<file path="src/rtl/dpram_arb_pkg.sv">
// Shared widths and the registered RAM command type for the dual-port RAM arbiter.
package dpram_arb_pkg;
  localparam int ADDR_W = 5;
  localparam int DATA_W = 8;
  localparam int DEPTH  = 32;
  localparam int ID_W   = 2;

  typedef struct packed {
    logic              valid;
    logic [ADDR_W-1:0] addr;
    logic [DATA_W-1:0] data;
    logic [ID_W-1:0]   id;
  } cmd_t;
endpackage

</file>
<file path="src/rtl/rr_arbiter.sv">
// Round-robin arbiter: combinational one-hot grant, pointer moves past the winner when adv_i is set.
module rr_arbiter #(
  parameter int NUM_REQ = 2,
  parameter int PTR_W   = $clog2(NUM_REQ)
) (
  input  logic               clk_i,
  input  logic               rst_ni,
  input  logic [NUM_REQ-1:0] req_i,
  input  logic               adv_i,
  output logic [NUM_REQ-1:0] gnt_o,
  output logic [PTR_W-1:0]   win_o,
  output logic               vld_o
);
  logic [PTR_W-1:0] ptr_q, ptr_d;
  logic [PTR_W-1:0] idx;

  always_comb begin
    gnt_o = '0;
    win_o = '0;
    vld_o = 1'b0;
    idx   = '0;
    for (int i = 0; i < NUM_REQ; i++) begin
      idx = PTR_W'((int'(ptr_q) + i) % NUM_REQ);
      if (!vld_o && req_i[idx]) begin
        vld_o      = 1'b1;
        gnt_o[idx] = 1'b1;
        win_o      = idx;
      end
    end
    ptr_d = (win_o == PTR_W'(NUM_REQ - 1)) ? '0 : win_o + 1'b1;
  end

  always_ff @(posedge clk_i or negedge rst_ni) begin
    if (!rst_ni) begin
      ptr_q <= '0;
    end else if (adv_i && vld_o) begin
      ptr_q <= ptr_d;
    end
  end
endmodule

</file>
<file path="src/rtl/dpram_arbiter.sv">
// Shares one 32x8 dual-port RAM between NUM_REQ clients with independent write/read
// round-robin arbitration and same-address read deferral.
module dpram_arbiter
  import dpram_arb_pkg::*;
#(
  parameter int NUM_REQ = 2
) (
  input  logic                      clk,
  input  logic                      rst,
  input  logic [NUM_REQ-1:0]        req,
  input  logic [NUM_REQ-1:0]        we,
  input  logic [NUM_REQ*ADDR_W-1:0] addr,
  input  logic [NUM_REQ*DATA_W-1:0] wdata,
  output logic [NUM_REQ-1:0]        gnt,
  output logic [NUM_REQ-1:0]        rvalid,
  output logic [DATA_W-1:0]         rdata,
  output logic                      ram_enb,
  output logic                      ram_wr,
  output logic [ADDR_W-1:0]         ram_w_addr,
  output logic [DATA_W-1:0]         ram_w_data,
  output logic                      ram_rd,
  output logic [ADDR_W-1:0]         ram_r_addr,
  input  logic [DATA_W-1:0]         ram_r_data
);
  localparam int PTR_W = $clog2(NUM_REQ);

  logic [NUM_REQ-1:0] wmask, wreq, rreq, wgnt, rgnt_raw, rgnt;
  logic [PTR_W-1:0]   wwin, rwin;
  logic               wvld, rvld, collide;
  logic [ADDR_W-1:0]  w_addr, r_addr;
  logic [DATA_W-1:0]  w_data;

  cmd_t               wcmd_q, wcmd_d;
  logic               rd_vld_q, rd_vld_d;
  logic [ADDR_W-1:0]  rd_addr_q, rd_addr_d;
  logic [PTR_W-1:0]   rd_id_q, rd_id_d;
  logic [NUM_REQ-1:0] rvalid_q, rvalid_d;
  logic               blk_valid_q, blk_valid_d;
  logic [ADDR_W-1:0]  blk_addr_q, blk_addr_d;

  // The cycle after a deferral, writes to the blocked address step aside so the read wins.
  always_comb begin
    wmask = '0;
    for (int i = 0; i < NUM_REQ; i++) begin
      wmask[i] = blk_valid_q && (addr[i*ADDR_W +: ADDR_W] == blk_addr_q);
    end
  end

  assign wreq = req & we & ~wmask;
  assign rreq = req & ~we;

  rr_arbiter #(.NUM_REQ(NUM_REQ)) u_warb (
    .clk_i(clk), .rst_ni(rst), .req_i(wreq), .adv_i(1'b1),
    .gnt_o(wgnt), .win_o(wwin), .vld_o(wvld)
  );

  rr_arbiter #(.NUM_REQ(NUM_REQ)) u_rarb (
    .clk_i(clk), .rst_ni(rst), .req_i(rreq), .adv_i(!collide),
    .gnt_o(rgnt_raw), .win_o(rwin), .vld_o(rvld)
  );

  assign w_addr  = addr[int'(wwin)*ADDR_W +: ADDR_W];
  assign w_data  = wdata[int'(wwin)*DATA_W +: DATA_W];
  assign r_addr  = addr[int'(rwin)*ADDR_W +: ADDR_W];
  assign collide = wvld && rvld && (w_addr == r_addr);
  assign rgnt    = collide ? '0 : rgnt_raw;
  assign gnt     = rst ? (wgnt | rgnt) : '0;

  always_comb begin
    wcmd_d = '0;
    if (wvld) begin
      wcmd_d.valid = 1'b1;
      wcmd_d.addr  = w_addr;
      wcmd_d.data  = w_data;
      wcmd_d.id    = ID_W'(wwin);
    end
    rd_vld_d    = rvld && !collide;
    rd_addr_d   = rd_vld_d ? r_addr : '0;
    rd_id_d     = rd_vld_d ? rwin : '0;
    blk_valid_d = collide;
    blk_addr_d  = collide ? r_addr : blk_addr_q;
    rvalid_d    = '0;
    for (int i = 0; i < NUM_REQ; i++) begin
      rvalid_d[i] = rd_vld_q && (rd_id_q == PTR_W'(i));
    end
  end

  always_ff @(posedge clk or negedge rst) begin
    if (!rst) begin
      wcmd_q      <= '0;
      rd_vld_q    <= 1'b0;
      rd_addr_q   <= '0;
      rd_id_q     <= '0;
      rvalid_q    <= '0;
      blk_valid_q <= 1'b0;
      blk_addr_q  <= '0;
    end else begin
      wcmd_q      <= wcmd_d;
      rd_vld_q    <= rd_vld_d;
      rd_addr_q   <= rd_addr_d;
      rd_id_q     <= rd_id_d;
      rvalid_q    <= rvalid_d;
      blk_valid_q <= blk_valid_d;
      blk_addr_q  <= blk_addr_d;
    end
  end

  assign ram_wr     = wcmd_q.valid;
  assign ram_w_addr = wcmd_q.addr;
  assign ram_w_data = wcmd_q.data;
  assign ram_rd     = rd_vld_q;
  assign ram_r_addr = rd_addr_q;
  assign ram_enb    = wcmd_q.valid | rd_vld_q;
  assign rvalid     = rvalid_q;
  assign rdata      = ram_r_data;
endmodule

</file>
<file path="config.mk">
export PLATFORM = sky130hd
export DESIGN_NAME = dpram_arbiter
export DESIGN_NICKNAME = d
export VERILOG_FILES = /design/src/rtl/dpram_arb_pkg.sv /design/src/rtl/rr_arbiter.sv /design/src/rtl/dpram_arbiter.sv
export SDC_FILE = /design/constraint.sdc
export NUM_CORES = 1
export LEC_CHECK = 0
export CORE_UTILIZATION = 37
export CTS_CLUSTER_SIZE = 14
export DETAILED_ROUTE_END_ITERATION = 16
export HOLD_SLACK_MARGIN = 0.02
export PLACE_DENSITY = 0.84
export SLEW_MARGIN = 20
export SYNTH_ARGS = -nofsm -noshare
export SYNTH_HDL_FRONTEND = slang
export SYNTH_SLANG_ARGS = --single-unit
</file>
<file path="constraint.sdc">
create_clock -name clk -period 1.9 [get_ports clk]
set_clock_uncertainty 0.05 [all_clocks]
set_input_delay 0.285 -clock clk [delete_from_list [all_inputs] [get_ports clk]]
set_output_delay 0.285 -clock clk [all_outputs]
set_load 0.02 [all_outputs]
</file>
==> PnR_summary.wiki <==
{| class="wikitable"
! Metric !! Value
|-
| Sequential share of the synthesized area || 0.4851
|-
| CP arrival || 2.16 ns
|-
| Initial Utilization || 0.3913
|-
| Commonest non-fill, non-tap cells in the layout || clkdlybuf4s50_1, buf_4, dfrtp_1, nand2_1, inv_1
|-
| Area of the die || 0.004589 sq mm
|-
| Ant. Diodes || 0
|-
| Post-route setup slack || -0.5986 ns
|-
| Class of the most critical hold timing path || input port to async pin
|-
| Leakage power || 1.359 nW
|-
| Remaining Overflow, GRT || 0
|-
| Switching Fraction || 0.2897
|-
| Synth-to-layout area growth || 74.80%
|-
| Final-report hold violation count || 0
|-
| Routed vias/inst || 4.971
|-
| # rows || 23
|-
| Clock tree buffer depth || 2
|-
| Netlist Area Pre-Place || 0.001599 sq mm
|-
| Router iterations before antenna repair || 4
|-
| Final Wtd Congestion || 0.8994
|-
| Final Cycle Share || 1.315
|-
| Fmax achieved || 0.4002 GHz
|-
| Initial DRC count || 36
|-
| Cell area power density || 726.6 mW/mm^2
|-
| DIE WIDTH || 67.74 microns
|-
| Share of total power in combinational logic || 0.357
|-
| Most used flip-flop cell after synthesis || dfrtp_1
|-
| Count of clock tree sinks || 31
|-
| CTS Hold Bufs || 0
|-
| Placed wire-length estimate || 3112 microns
|-
| First-pass GRT wire length || 7113 microns
|-
| Async set-reset flop share out of synthesis || 1.000
|-
| Register bit count reported by yosys || 31
|-
| Number of global-route vias before repair || 1638
|-
| Total routing usage reported by global routing || 0.2190
|-
| # H-tree levels || 2
|-
| Syn avg cell area || 9.994 sq um
|-
| CTS tree || yes
|-
| Power spent charging and discharging nets || 0.5884 mW
|-
| Die boundary height || 67.74 microns
|-
| Num CTS Buffers || 5
|-
| CP Capture Type || primary output
|-
| Worst flop-to-flop path startpoint || blk_addr_q[4]
|-
| Fraction of power consumed by sequential logic || 0.389
|-
| Internal power contribution || 1.443 mW
|-
| Placed standard-cell area || 0.002430 sq mm
|-
| Worst-case headroom to the max-slew limit || 0.8218
|-
| Worst slew pin tran || 0.2651 ns
|-
| Final instance area || 0.002795 sq mm
|-
| Post-layout nets || 301
|-
| Internal reg-to-reg setup slack || -0.56 ns
|-
| Most common cell after layout, fill and taps aside || clkdlybuf4s50_1
|-
| Cells after Synth || 160
|-
| Area of the core || 0.004086 sq mm
|-
| Startpoint types || flip-flop
|-
| Number of maximum-capacitance constraint violations || 0
|-
| Setup repair after global routing missed its margin || true
|-
| Input/output buffers || 56
|-
| Routed length per placed instance || 14.30 microns
|-
| Clock power share || 0.254
|-
| Post-detailed-routing wire length || 4448 microns
|-
| Fin. max-slew vios || 0
|-
| Io pins || 73
|-
| Clock transition time at the flip-flop clock pins of the worst setup and hold paths || 0.07 ns
|-
| Violations in the final reports || setup timing
|-
| Number of antenna violations at the first check in global routing || 0
|-
| DRC violation count after routing || 0
|-
| Largest net degree at the start of global routing || 15
|-
| Outcome || finished, violations left
|-
| Number of nets produced by synthesis || 200
|-
| Destination of the worst register-to-register timing path || blk_addr_q[4]
|-
| Finished Core Util || 0.6840
|-
| Number of enable flip-flop cells after synthesis || 0
|-
| Required time at the endpoint of the critical path || 1.56 ns
|-
| Share of final-layout standard cells stronger than drive strength 1 || 0.3487
|-
| Total Power Consumption || 2.031 mW
|-
| Maximum fanout encountered on the critical timing path || 2
|-
| Number of setup violations in the final report || 28
|-
| DP Worst Slack || -1.168 ns
|-
| Antenna viol nets, final || 0
|-
| Yosys synthesis warning count || 0
|-
| Worst r2r path cells || 9
|-
| Number of unique standard cell types used by synthesis || 36
|-
| VDD IR max || 0.4712 mV
|-
| Crit path time final || 2.499 ns
|-
| Critical setup path kind || flip-flop to primary output
|-
| Clock root buffer || clkbuf_8
|-
| Total number of vias || 1546
|-
| Clk Latency, worst-skew pair || 0.29 ns
|}
## what timing repair did
action,in CTS,in global routing
setup buffers,11,4
resized for setup,43,12
setup endpoints to repair,28,29
gates cloned,2,0
pin swaps,20,8
## cells by family after synthesis
| family | after synthesis | share of synthesized area |
|---|---|---|
| xor+xnor | 15 | 0.08216 |
| compound gates | 24 | 0.1025 |
| mux | 11 | 0.08059 |
| simple gates | 55 | 0.1690 |
| buf+inv | 24 | 0.08059 |
| flops | 31 | 0.4851 |
## state kept, by name, indices dropped and copies added (netlist names)
register      count
ram_w_data        8
ram_wr            1
ram_rd            1
blk_addr_q        5
rd_id_q           1
ram_w_addr        5
blk_valid_q       1
u_rarb.ptr_q      1
rvalid            2
ram_r_addr        5
u_warb.ptr_q      1
## final cells by class
cell class                 instances  area [sq um]
fill                             308          1291
timing repair buffer             106          1020
multi-input combinational        105         804.5
sequential                        31         775.7
clock buffer                       6         82.58
tap                               50         62.56
inverter                          12         45.04
clock inverter                     1         5.005
## layer usage
| layer | share of wire | vias to the layer above | global-route usage |
|---|---|---|---|
| met1 | 0.37 | 740 | 0.2174 |
| met4 | 0.023 | 0 | 0.1197 |
| met3 | 0.064 | 12 | 0.04561 |
| met5 | 0 | - | 0 |
| met2 | 0.54 | 63 | 0.4158 |
| li1 | - | 731 | - |
## critical path, stage by stage, from the launching register on
cell,delay (ns)
dfrtp_1,0.40
xor2_1,0.15
nor4_2,0.30
a31oi_2,0.14
buf_4,0.17
a22o_4,0.27
a21oi_4,0.18
o21a_2,0.15
buf_6,0.11
## how the worst max path moves through the flow
stage	startpoint	end	slack, ns	depth (start not counted)
2_1_floorplan	blk_addr_q[2]	gnt[1]	-0.19	6
3_3_place_gp	addr[2]	gnt[1]	-1.11	8
3_5_place_dp	addr[2]	gnt[1]	-1.17	8
4_1_cts	blk_addr_q[0]	gnt[0]	-0.59	7
5_1_grt	blk_addr_q[4]	gnt[1]	-0.67	8
6_report	blk_addr_q[4]	gnt[1]	-0.60	8
## through the flow
step / hold WS [ns] / std cells / TNS (ns)
after floorplan: -0.06059 / 160 / -1.059
after global placement: 0.3761 / 290 / -15.27
after detailed placement: 0.3844 / 290 / -16.87
after CTS: 0.3491 / 309 / -9.513
after global routing: 0.3502 / 311 / -11.82
final: 0.3522 / 311 / -9.488
## Yosys cell counts (2+ instances only)
cell | count | area (sq um)
xnor2_1 | 9 | 78.83
o21ai_0 | 8 | 40.04
and2_1 | 2 | 12.51
nand3_1 | 9 | 45.04
buf_4 | 8 | 60.06
mux2_2 | 3 | 33.78
nor2_1 | 8 | 30.03
nand2_1 | 21 | 78.83
mux2_4 | 3 | 45.04
inv_1 | 12 | 45.04
nand2b_1 | 2 | 12.51
dfrtp_1 | 31 | 775.7
clkbuf_1 | 2 | 7.510
nor2b_1 | 3 | 18.77
o211a_1 | 2 | 20.02
a21oi_1 | 3 | 15.01
xor2_1 | 6 | 52.55
o21a_1 | 2 | 15.01
mux2i_1 | 5 | 50.05
and3_1 | 5 | 31.28
## power by group through the flow
stage               combinational, mW  sequential (mW)  clock (mW)
global route                    0.776            0.798       0.566
finish                          0.725            0.790       0.516
global placement                0.598            0.800           0
detailed placement              0.612            0.804           0
CTS                             0.701            0.789       0.531
floorplan                       0.273            0.846           0
(Power assumes the default switching activity.)
